--- src/rtl/imem_dmem_port_arbiter.sv ---
// -----------------------------------------------------------------------------
// imem_dmem_port_arbiter
//
// Shares one single-port unified memory between the fetch stage (instruction
// reads) and the memory stage (data loads/stores) of a 5-stage pipeline.
// One access is in flight at a time. The FSM walks IDLE -> BUSY -> RESP:
//   IDLE : grant a pending request and issue the memory command.
//   BUSY : count down the fixed memory read latency, then capture read data.
//   RESP : one-cycle valid pulse to the winner. No grant is made here, so a
//          requester that drops its request afterwards is never re-granted.
// Data requests win ties because they belong to the older instruction. After
// STARVE_LIMIT consecutive data grants made while fetch waited, fetch wins
// the next tie.
//
// Optional build macro: ARB_PERF_CNT_EN adds saturating 16-bit stall-cycle
// counters o_FetchWaitCnt / o_DataWaitCnt.
//
// Ports:
//   i_CLK, i_RST            clock (rising edge), synchronous active-high reset
//   i_FetchReq/i_FetchAddr  fetch request, held until o_FetchValid
//   o_FetchValid/o_FetchData  fetch response pulse and instruction word
//   i_DataReq/i_DataWe/i_DataAddr/i_DataWdata  data request (1 = store)
//   o_DataValid/o_DataRdata  load data valid or store acknowledge
//   o_StallF, o_StallM      stall requests to the hazard unit (combinational)
//   o_MemEn/o_MemWe/o_MemAddr/o_MemWdata  registered memory command
//   i_MemRdata              read data, valid MEM_LATENCY cycles after o_MemEn
//   o_FetchWaitCnt/o_DataWaitCnt  stall-cycle counters (ARB_PERF_CNT_EN only)
// -----------------------------------------------------------------------------
module imem_dmem_port_arbiter #(
    parameter int DATA_WIDTH    = 32,
    parameter int ADDRESS_WIDTH = 32,
    parameter int MEM_LATENCY   = 2,
    parameter int STARVE_LIMIT  = 4
) (
    input  logic                     i_CLK,
    input  logic                     i_RST,
    input  logic                     i_FetchReq,
    input  logic [ADDRESS_WIDTH-1:0] i_FetchAddr,
    output logic                     o_FetchValid,
    output logic [DATA_WIDTH-1:0]    o_FetchData,
    input  logic                     i_DataReq,
    input  logic                     i_DataWe,
    input  logic [ADDRESS_WIDTH-1:0] i_DataAddr,
    input  logic [DATA_WIDTH-1:0]    i_DataWdata,
    output logic                     o_DataValid,
    output logic [DATA_WIDTH-1:0]    o_DataRdata,
    output logic                     o_StallF,
    output logic                     o_StallM,
    output logic                     o_MemEn,
    output logic                     o_MemWe,
    output logic [ADDRESS_WIDTH-1:0] o_MemAddr,
    output logic [DATA_WIDTH-1:0]    o_MemWdata,
    input  logic [DATA_WIDTH-1:0]    i_MemRdata
`ifdef ARB_PERF_CNT_EN
    ,
    output logic [15:0]              o_FetchWaitCnt,
    output logic [15:0]              o_DataWaitCnt
`endif
);

    localparam int LAT_W = $clog2(MEM_LATENCY + 1);
    localparam int STV_W = $clog2(STARVE_LIMIT + 1);

    localparam logic [LAT_W-1:0] LAT_INIT   = LAT_W'(MEM_LATENCY);
    localparam logic [LAT_W-1:0] LAT_ZERO   = LAT_W'(0);
    localparam logic [LAT_W-1:0] LAT_ONE    = LAT_W'(1);
    localparam logic [STV_W-1:0] STARVE_MAX = STV_W'(STARVE_LIMIT);
    localparam logic [STV_W-1:0] STV_ZERO   = STV_W'(0);
    localparam logic [STV_W-1:0] STV_ONE    = STV_W'(1);

    typedef enum logic [1:0] {
        ST_IDLE = 2'd0,
        ST_BUSY = 2'd1,
        ST_RESP = 2'd2
    } state_t;

    typedef enum logic {
        OWN_FETCH = 1'b0,
        OWN_DATA  = 1'b1
    } owner_t;

    state_t                   state_r,       state_s;
    owner_t                   owner_r,       owner_s;
    logic [LAT_W-1:0]         lat_cnt_r,     lat_cnt_s;
    logic [STV_W-1:0]         starve_cnt_r,  starve_cnt_s;
    logic                     mem_en_r,      mem_en_s;
    logic                     mem_we_r,      mem_we_s;
    logic [ADDRESS_WIDTH-1:0] mem_addr_r,    mem_addr_s;
    logic [DATA_WIDTH-1:0]    mem_wdata_r,   mem_wdata_s;
    logic                     fetch_valid_r, fetch_valid_s;
    logic                     data_valid_r,  data_valid_s;
    logic [DATA_WIDTH-1:0]    fetch_data_r,  fetch_data_s;
    logic [DATA_WIDTH-1:0]    data_rdata_r,  data_rdata_s;

    // Next-state and next-output logic for the arbiter FSM.
    always_comb begin
        state_s       = state_r;
        owner_s       = owner_r;
        lat_cnt_s     = lat_cnt_r;
        starve_cnt_s  = starve_cnt_r;
        mem_en_s      = 1'b0;
        mem_we_s      = mem_we_r;
        mem_addr_s    = mem_addr_r;
        mem_wdata_s   = mem_wdata_r;
        fetch_valid_s = 1'b0;
        data_valid_s  = 1'b0;
        fetch_data_s  = fetch_data_r;
        data_rdata_s  = data_rdata_r;

        case (state_r)
            ST_IDLE: begin
                // Fetch wins if it is alone, or if data has been favoured
                // STARVE_LIMIT times in a row while fetch was waiting.
                if (i_FetchReq && (!i_DataReq || (starve_cnt_r >= STARVE_MAX))) begin
                    state_s      = ST_BUSY;
                    owner_s      = OWN_FETCH;
                    lat_cnt_s    = LAT_INIT;
                    starve_cnt_s = STV_ZERO;
                    mem_en_s     = 1'b1;
                    mem_we_s     = 1'b0;
                    mem_addr_s   = i_FetchAddr;
                    mem_wdata_s  = i_DataWdata;
                end else if (i_DataReq) begin
                    state_s     = ST_BUSY;
                    owner_s     = OWN_DATA;
                    lat_cnt_s   = LAT_INIT;
                    mem_en_s    = 1'b1;
                    mem_we_s    = i_DataWe;
                    mem_addr_s  = i_DataAddr;
                    mem_wdata_s = i_DataWdata;
                    // Cannot overflow: at STARVE_MAX a waiting fetch wins.
                    if (i_FetchReq) begin
                        starve_cnt_s = starve_cnt_r + STV_ONE;
                    end else begin
                        starve_cnt_s = STV_ZERO;
                    end
                end else begin
                    starve_cnt_s = STV_ZERO;
                end
            end
            ST_BUSY: begin
                if (lat_cnt_r == LAT_ZERO) begin
                    state_s = ST_RESP;
                    if (owner_r == OWN_FETCH) begin
                        fetch_valid_s = 1'b1;
                        fetch_data_s  = i_MemRdata;
                    end else begin
                        data_valid_s = 1'b1;
                        // A store acknowledge leaves the load data register alone.
                        if (!mem_we_r) begin
                            data_rdata_s = i_MemRdata;
                        end else begin
                            data_rdata_s = data_rdata_r;
                        end
                    end
                end else begin
                    lat_cnt_s = lat_cnt_r - LAT_ONE;
                end
            end
            ST_RESP: begin
                state_s = ST_IDLE;
            end
            default: begin
                state_s = ST_IDLE;
            end
        endcase
    end

    // State and output registers; reset abandons any outstanding access.
    always_ff @(posedge i_CLK) begin
        if (i_RST) begin
            state_r       <= ST_IDLE;
            owner_r       <= OWN_FETCH;
            lat_cnt_r     <= LAT_ZERO;
            starve_cnt_r  <= STV_ZERO;
            mem_en_r      <= 1'b0;
            mem_we_r      <= 1'b0;
            mem_addr_r    <= {ADDRESS_WIDTH{1'b0}};
            mem_wdata_r   <= {DATA_WIDTH{1'b0}};
            fetch_valid_r <= 1'b0;
            data_valid_r  <= 1'b0;
            fetch_data_r  <= {DATA_WIDTH{1'b0}};
            data_rdata_r  <= {DATA_WIDTH{1'b0}};
        end else begin
            state_r       <= state_s;
            owner_r       <= owner_s;
            lat_cnt_r     <= lat_cnt_s;
            starve_cnt_r  <= starve_cnt_s;
            mem_en_r      <= mem_en_s;
            mem_we_r      <= mem_we_s;
            mem_addr_r    <= mem_addr_s;
            mem_wdata_r   <= mem_wdata_s;
            fetch_valid_r <= fetch_valid_s;
            data_valid_r  <= data_valid_s;
            fetch_data_r  <= fetch_data_s;
            data_rdata_r  <= data_rdata_s;
        end
    end

    assign o_FetchValid = fetch_valid_r;
    assign o_FetchData  = fetch_data_r;
    assign o_DataValid  = data_valid_r;
    assign o_DataRdata  = data_rdata_r;
    assign o_MemEn      = mem_en_r;
    assign o_MemWe      = mem_we_r;
    assign o_MemAddr    = mem_addr_r;
    assign o_MemWdata   = mem_wdata_r;
    assign o_StallF     = i_FetchReq & ~fetch_valid_r;
    assign o_StallM     = i_DataReq  & ~data_valid_r;

`ifdef ARB_PERF_CNT_EN
    logic [15:0] fetch_wait_r;
    logic [15:0] data_wait_r;

    // Saturating stall-cycle counters.
    always_ff @(posedge i_CLK) begin
        if (i_RST) begin
            fetch_wait_r <= 16'h0000;
            data_wait_r  <= 16'h0000;
        end else begin
            if (o_StallF && (fetch_wait_r != 16'hFFFF)) begin
                fetch_wait_r <= fetch_wait_r + 16'h0001;
            end else begin
                fetch_wait_r <= fetch_wait_r;
            end
            if (o_StallM && (data_wait_r != 16'hFFFF)) begin
                data_wait_r <= data_wait_r + 16'h0001;
            end else begin
                data_wait_r <= data_wait_r;
            end
        end
    end

    assign o_FetchWaitCnt = fetch_wait_r;
    assign o_DataWaitCnt  = data_wait_r;
`endif

endmodule

--- config.mk ---
export PLATFORM = sky130hd
export DESIGN_NAME = imem_dmem_port_arbiter
export DESIGN_NICKNAME = d
export VERILOG_FILES = /design/src/rtl/imem_dmem_port_arbiter.sv
export SDC_FILE = /design/constraint.sdc
export NUM_CORES = 1
export LEC_CHECK = 0
export CAP_MARGIN = 20
export CORE_ASPECT_RATIO = 1.25
export CORE_UTILIZATION = 50
export DETAILED_ROUTE_END_ITERATION = 8
export DONT_BUFFER_PORTS = 1
export GPL_TIMING_DRIVEN = 0
export SLEW_MARGIN = 20
export SYNTH_ARGS = -nofsm -noshare
export SYNTH_HDL_FRONTEND = slang
export SYNTH_SLANG_ARGS = --single-unit
--- constraint.sdc ---
create_clock -name i_CLK -period 2.5 [get_ports i_CLK]
set_input_delay 0.125 -clock i_CLK [delete_from_list [all_inputs] [get_ports i_CLK]]
set_output_delay 0.125 -clock i_CLK [all_outputs]
set_load 0.02 [all_outputs]
======== Word level (Yosys, flattened, before mapping) ========
Cells that the tools add are included.
word-level totals
  register bits after elaboration ......... 140
operators by class
  eq/ne operators ......................... 4
  $add $sub $neg .......................... 2
  reduce and logical (&&, ||, !) cells .... 14
  mux-type cells .......................... 23
  bitwise gates (word level) .............. 9
  $lt $le $gt $ge ......................... 1
operator list
  kind                                                                   number
  32-bit 2-to-1 mux                                                      4
  2-bit 2-to-1 mux                                                       6
  3-bit 2-to-1 mux                                                       3
  1-bit 2-to-1 mux                                                       8
  2-bit one-hot mux with 2 select lines                                  2
  1-bit NOT                                                              7
  3-bit AND reduction                                                    2
  2-bit zero test                                                        2
  2-bit != test, second input constant                                   2
  2-bit AND reduction                                                    2
  4-bit AND reduction                                                    1
  2-bit nonzero test                                                     2
  3-bit by 1-bit adder with 3-bit output, second input constant          1
  3-bit >= comparator, second input constant                             1
  3-bit != test, second input constant                                   1
  3-bit OR reduction                                                     1
  1-bit AND                                                              2
  2-bit by 1-bit equality test with 1-bit output, second input constant  1
  2-bit OR reduction                                                     1
  2-bit by 1-bit subtractor with 2-bit output, second input constant     1
  1-bit logical AND                                                      1
  1-bit zero test                                                        1
  1-bit logical OR                                                       1

======== Depth between registers and ports, before layout ========
  depth after elaboration ................. 5
  gate-level depth with buffers ........... 7
  mapped depth without buffers ............ 5

======== Least setup slack after synthesis ========
No wires, ideal clock.
  kind .................................... register -> register
  start ................................... reg lat_cnt_r[0]
  end ..................................... reg data_rdata_r[10] (netlist: o_DataRdata[10])
  buffers on the path ..................... 2
  arrival ................................. 1365 ps
  data required time ...................... 2428 ps
  setup slack ............................. 1063 ps
  stages on the path, launching flop included .. 8
  clock period less this slack ............ 1437 ps
  cells stage by stage .................... dfxtp_1 inv_1 ha_1 nand3b_1 nor3b_1 buf_2 buf_6 mux2i_1
on the way
  word-level cells in the longest chain between the ends .. 2
ends and longest elaborated chain
  what                                  line  source
  start, declared                       84    logic [LAT_W-1:0] lat_cnt_r, lat_cnt_s;
  start signal, assigned                187   lat_cnt_r <= lat_cnt_s;
  2-bit zero test                       142   if (lat_cnt_r == LAT_ZERO) begin
  4-bit AND reduction (no source line)  -
  end signal, assigned                  183   data_rdata_r <= {DATA_WIDTH{1'b0}};
  end signal, assigned                  196   data_rdata_r <= data_rdata_s;
  end, declared                         93    logic [DATA_WIDTH-1:0] data_rdata_r, data_rdata_s;
No other way between the ends.
A chain may end at the register's enable or synchronous reset.

======== Worst setup path in the final report ========
  start ................................... reg state_r[0]
  end ..................................... reg mem_addr_r[9] (netlist: o_MemAddr[9])
on the way
  word-level cells in the longest chain between the ends .. 2
ends and longest elaborated chain
  what                                  line  source
  start, declared                       82    state_t state_r, state_s;
  start signal, assigned                185   state_r <= state_s;
  2-bit zero test                       110   case (state_r)
  2-bit AND reduction (no source line)  -
  end signal, assigned                  178   mem_addr_r <= {ADDRESS_WIDTH{1'b0}};
  end signal, assigned                  191   mem_addr_r <= mem_addr_s;
  end, declared                         88    logic [ADDRESS_WIDTH-1:0] mem_addr_r, mem_addr_s;
No other way between the ends.

==> summary.txt <==
Yosys
  • Syn Nets: between 800 and 900
  • Yosys reg bits: 140
  • Synth top area share: between 40% and 50%
  • EDFF count, synth: 0
  • Ys Warns: 0
  • Synth area leaders: dfxtp_1, a21oi_1, nand2b_1
  • Synth Area per Inst: 8.622 um2
  • Post-synthesis cell type count: 35
  • Register area share after synthesis: 48.52%
  • Synth cell count leaders: dfxtp_1, a21oi_1, nand2_1
  • Main flop type after synthesis: dfxtp_1
  • Synth area leader: dfxtp_1
  • Mapped cell area: slightly below 0.006 mm2
  • Most common cell in the synthesized netlist: dfxtp_1
  • Post-Syn Instances: 670
  • Async set-or-reset flop fraction in the synthesized netlist: 0%

Timing
  • Fin Hold WS: between 40 and 50 ps
  • Tightest Pin Transition: 571.5 ps
  • Fin. max-slew vios: 0
  • Final setup fails: 0
  • Upper clock frequency limit: ~440 MHz
  • Setup TNS: 0 ps
  • RSZ-0062 raised after global routing: false
  • Final hold violation count: 0
  • Slew HR: a little over 60%
  • Worst Skew: around 11 ps
  • Clock period minus worst slack: 2270 ps
  • Period utilization: between 90% and 100%

Critical path
  • Crit path max fanout: 10
  • Slowest cell on crit path: dlygate4sd3_1
  • WP data required: ~2900 ps
  • Max incr delay on CP: between 500 and 600 ps
  • Crit Path Class: flop to flop
  • Startpoint Class: flop
  • CP endpoint kind: flop
  • Arrival time worst endpoint: between 2000 and 3000 ps
  • Register-to-register setup slack: 230 ps
  • CP Cell Sequence: nor2_1 -> clkbuf_1 -> a21oi_1 -> a311oi_1 -> dlygate4sd3_1

Placement
  • Routability cong.: between 0.8 and 0.9
  • Number of port buffers: 0
  • HPWL Detailed: roughly 12,000 um

Floorplanning
  • Die W: approximately 100 um
  • I/O pins: between 200 and 300
  • Die Y: 122.2 um
  • Core area: about 0.011 mm2
  • Die ar.: around 0.012 mm2
  • Starting Density: between 50% and 60%
  • # rows: 43

Detailed routing
  • Via count: 5,587
  • Final WL: around 18,000 um
  • DRC viols: 17
  • DRT antenna net count: 0
  • Pre-antenna DRT Iters: 7
  • Via density: a little under 6
  • Wire length per cell: 18.39 um
  • Iteration-0 DRC Markers: about 200

Global routing
  • Pin count of the biggest net entering global routing: 17
  • Grt ovf: 0
  • Initial antenna violation count: 0
  • Gr usage total: between 20 and 30%
  • First-pass GRT wire length: around 28,000 um
  • Vias in the first global route: ~5,600

Clock tree
  • Root buffer selected by CTS: clkbuf_16
  • Inserted Clock Buffers: 17
  • CTS tree: yes
  • Clock buffer depth: 2
  • H-tree depth: 4
  • Worst-Skew Late Latency: just over 400 ps
  • # resized after CTS: 0
  • Clock sink count: 140
  • Clock-pin slew on the worst setup and hold paths: around 60 ps

Final layout
  • Share of layout cells above drive strength 1: approximately 7.6%
  • Fillers: ~910
  • Final #Nets: around 950
  • Total inserted antenna cells: 0
  • Area growth syn-to-layout: 36.60%

Min path
  • Hold WC Path Type: input port to flop

Power and ir drop
  • PD cells: around 830 mW/mm2
  • Peak supply drop: between 0.0005 and 0.0006 V
  • Leak pwr: approximately 0.0029 uW

Run status
  • Status: finished with violations
  • Failing checks: design-rule violations

Run
  • Max cap viols: 0
-- sequential cells by signal (all words and copies together) (netlist names), 2 cells and up --
signal        count
o_FetchData      32
o_MemAddr        32
state_r           2
o_MemWdata       32
o_DataRdata      32
lat_cnt_r         2
starve_cnt_r      3
-- per-layer routing --
| layer | part of all wire (%) | routed length, um | GRT usage [%] | vias to the layer above |
|---|---|---|---|---|
| met3 | 8.3 | 1468 | 9.352 | 38 |
| met1 | 37 | 6618 | 30.90 | 2640 |
| met5 | 0 | 0 | 0 | - |
| li1 | - | - | - | 2667 |
| met4 | 2.7 | 482 | 12.22 | 0 |
| met2 | 52 | 9192 | 52.95 | 242 |
-- cell families (layout without fill, tap and decap cells) --
| logic type | count (synthesis) | count (layout) | synth area share, % |
|---|---|---|---|
| flops | 140 | 140 | 48.52 |
| fa+ha+maj | 2 | 2 | 0.4331 |
| buf+inv | 73 | 234 | 5.935 |
| compound gates | 204 | 204 | 20.06 |
| mux | 32 | 32 | 5.545 |
| simple gates | 219 | 219 | 19.52 |
-- power by group --
group	total (uW)	internal (uW)	leakage [uW]	switching, uW
Sequential	2820	2430	0.00115	385
Combinational	983	464	0.00141	520
Clock	2760	1810	0.000314	943
-- worst max-delay path: cells and delay by family (launching register included) --
family	cells	cell delay, ps
AOI/OAI and AO/OA	2	460
buffers and inverters	2	1020
DFF	1	380
and+or+nand+nor	1	360
-- per-stage QoR --
stage          power (uW)  instances  setup WS [ps]  utilization [%]  instance area (um2)
3_3_place_gp         3574        805          798.3            53.13                 5946
6_report             6558        966          230.0            70.52                 7891
4_1_cts              6570        966          271.1            70.52                 7891
5_1_grt              6806        966          123.4            70.52                 7891
3_5_place_dp         3606        805          784.8            53.13                 5946
2_1_floorplan        3384        670           1063                -                 5777
-- cell usage in the layout, fill, tap and decap left out, types with 2 or more instances in the layout --
cell / n
nand3_1: 64
nand2b_1: 65
buf_4: 5
o21ai_0: 48
o21ai_1: 17
clkbuf_8: 5
ha_1: 2
mux2i_1: 32
clkinvlp_4: 2
a21oi_1: 102
a311oi_1: 33
dfxtp_1: 140
dlygate4sd3_1: 129
clkbuf_1: 42
nor2_1: 7
nand2_1: 67
or2_1: 2
nand4_1: 2
bufinv_16: 4
inv_1: 2
buf_2: 22
clkbuf_16: 17
buf_6: 3
inv_6: 2
-- final cells by class --
cell class	count	area, um2	share of cell area [%]
Clock inverter	8	152.6	1.934
Sequential cell	140	2803	35.52
Timing Repair Buffer	129	1291	16.36
Buffer	70	331.6	4.202
Inverter	3	11.26	0.1427
Tap cell	135	168.9	2.140
Clock buffer	24	501.7	6.358
Multi-Input combinational cell	457	2631	33.34
-- timing repair --
action / in CTS / in global routing
hold endpoints to repair: 129 / 0
buffers inserted: 0 / 0
hold buffers: 129 / 0
-- final timing paths --
kind,start,endpoint,cells past startpoint
worst max-delay path,state_r[0]$_SDFFE_PP0P_,o_MemAddr[9]$_SDFFE_PP0P_,5
worst min-delay path,i_FetchReq,starve_cnt_r[0]$_SDFFE_PP0N_,3
worst max register to register,state_r[0]$_SDFFE_PP0P_,o_MemAddr[9]$_SDFFE_PP0P_,5
worst min register to register,starve_cnt_r[1]$_SDFFE_PP0N_,starve_cnt_r[1]$_SDFFE_PP0N_,2
No activity file was read; power rests on OpenSTA's default activity.
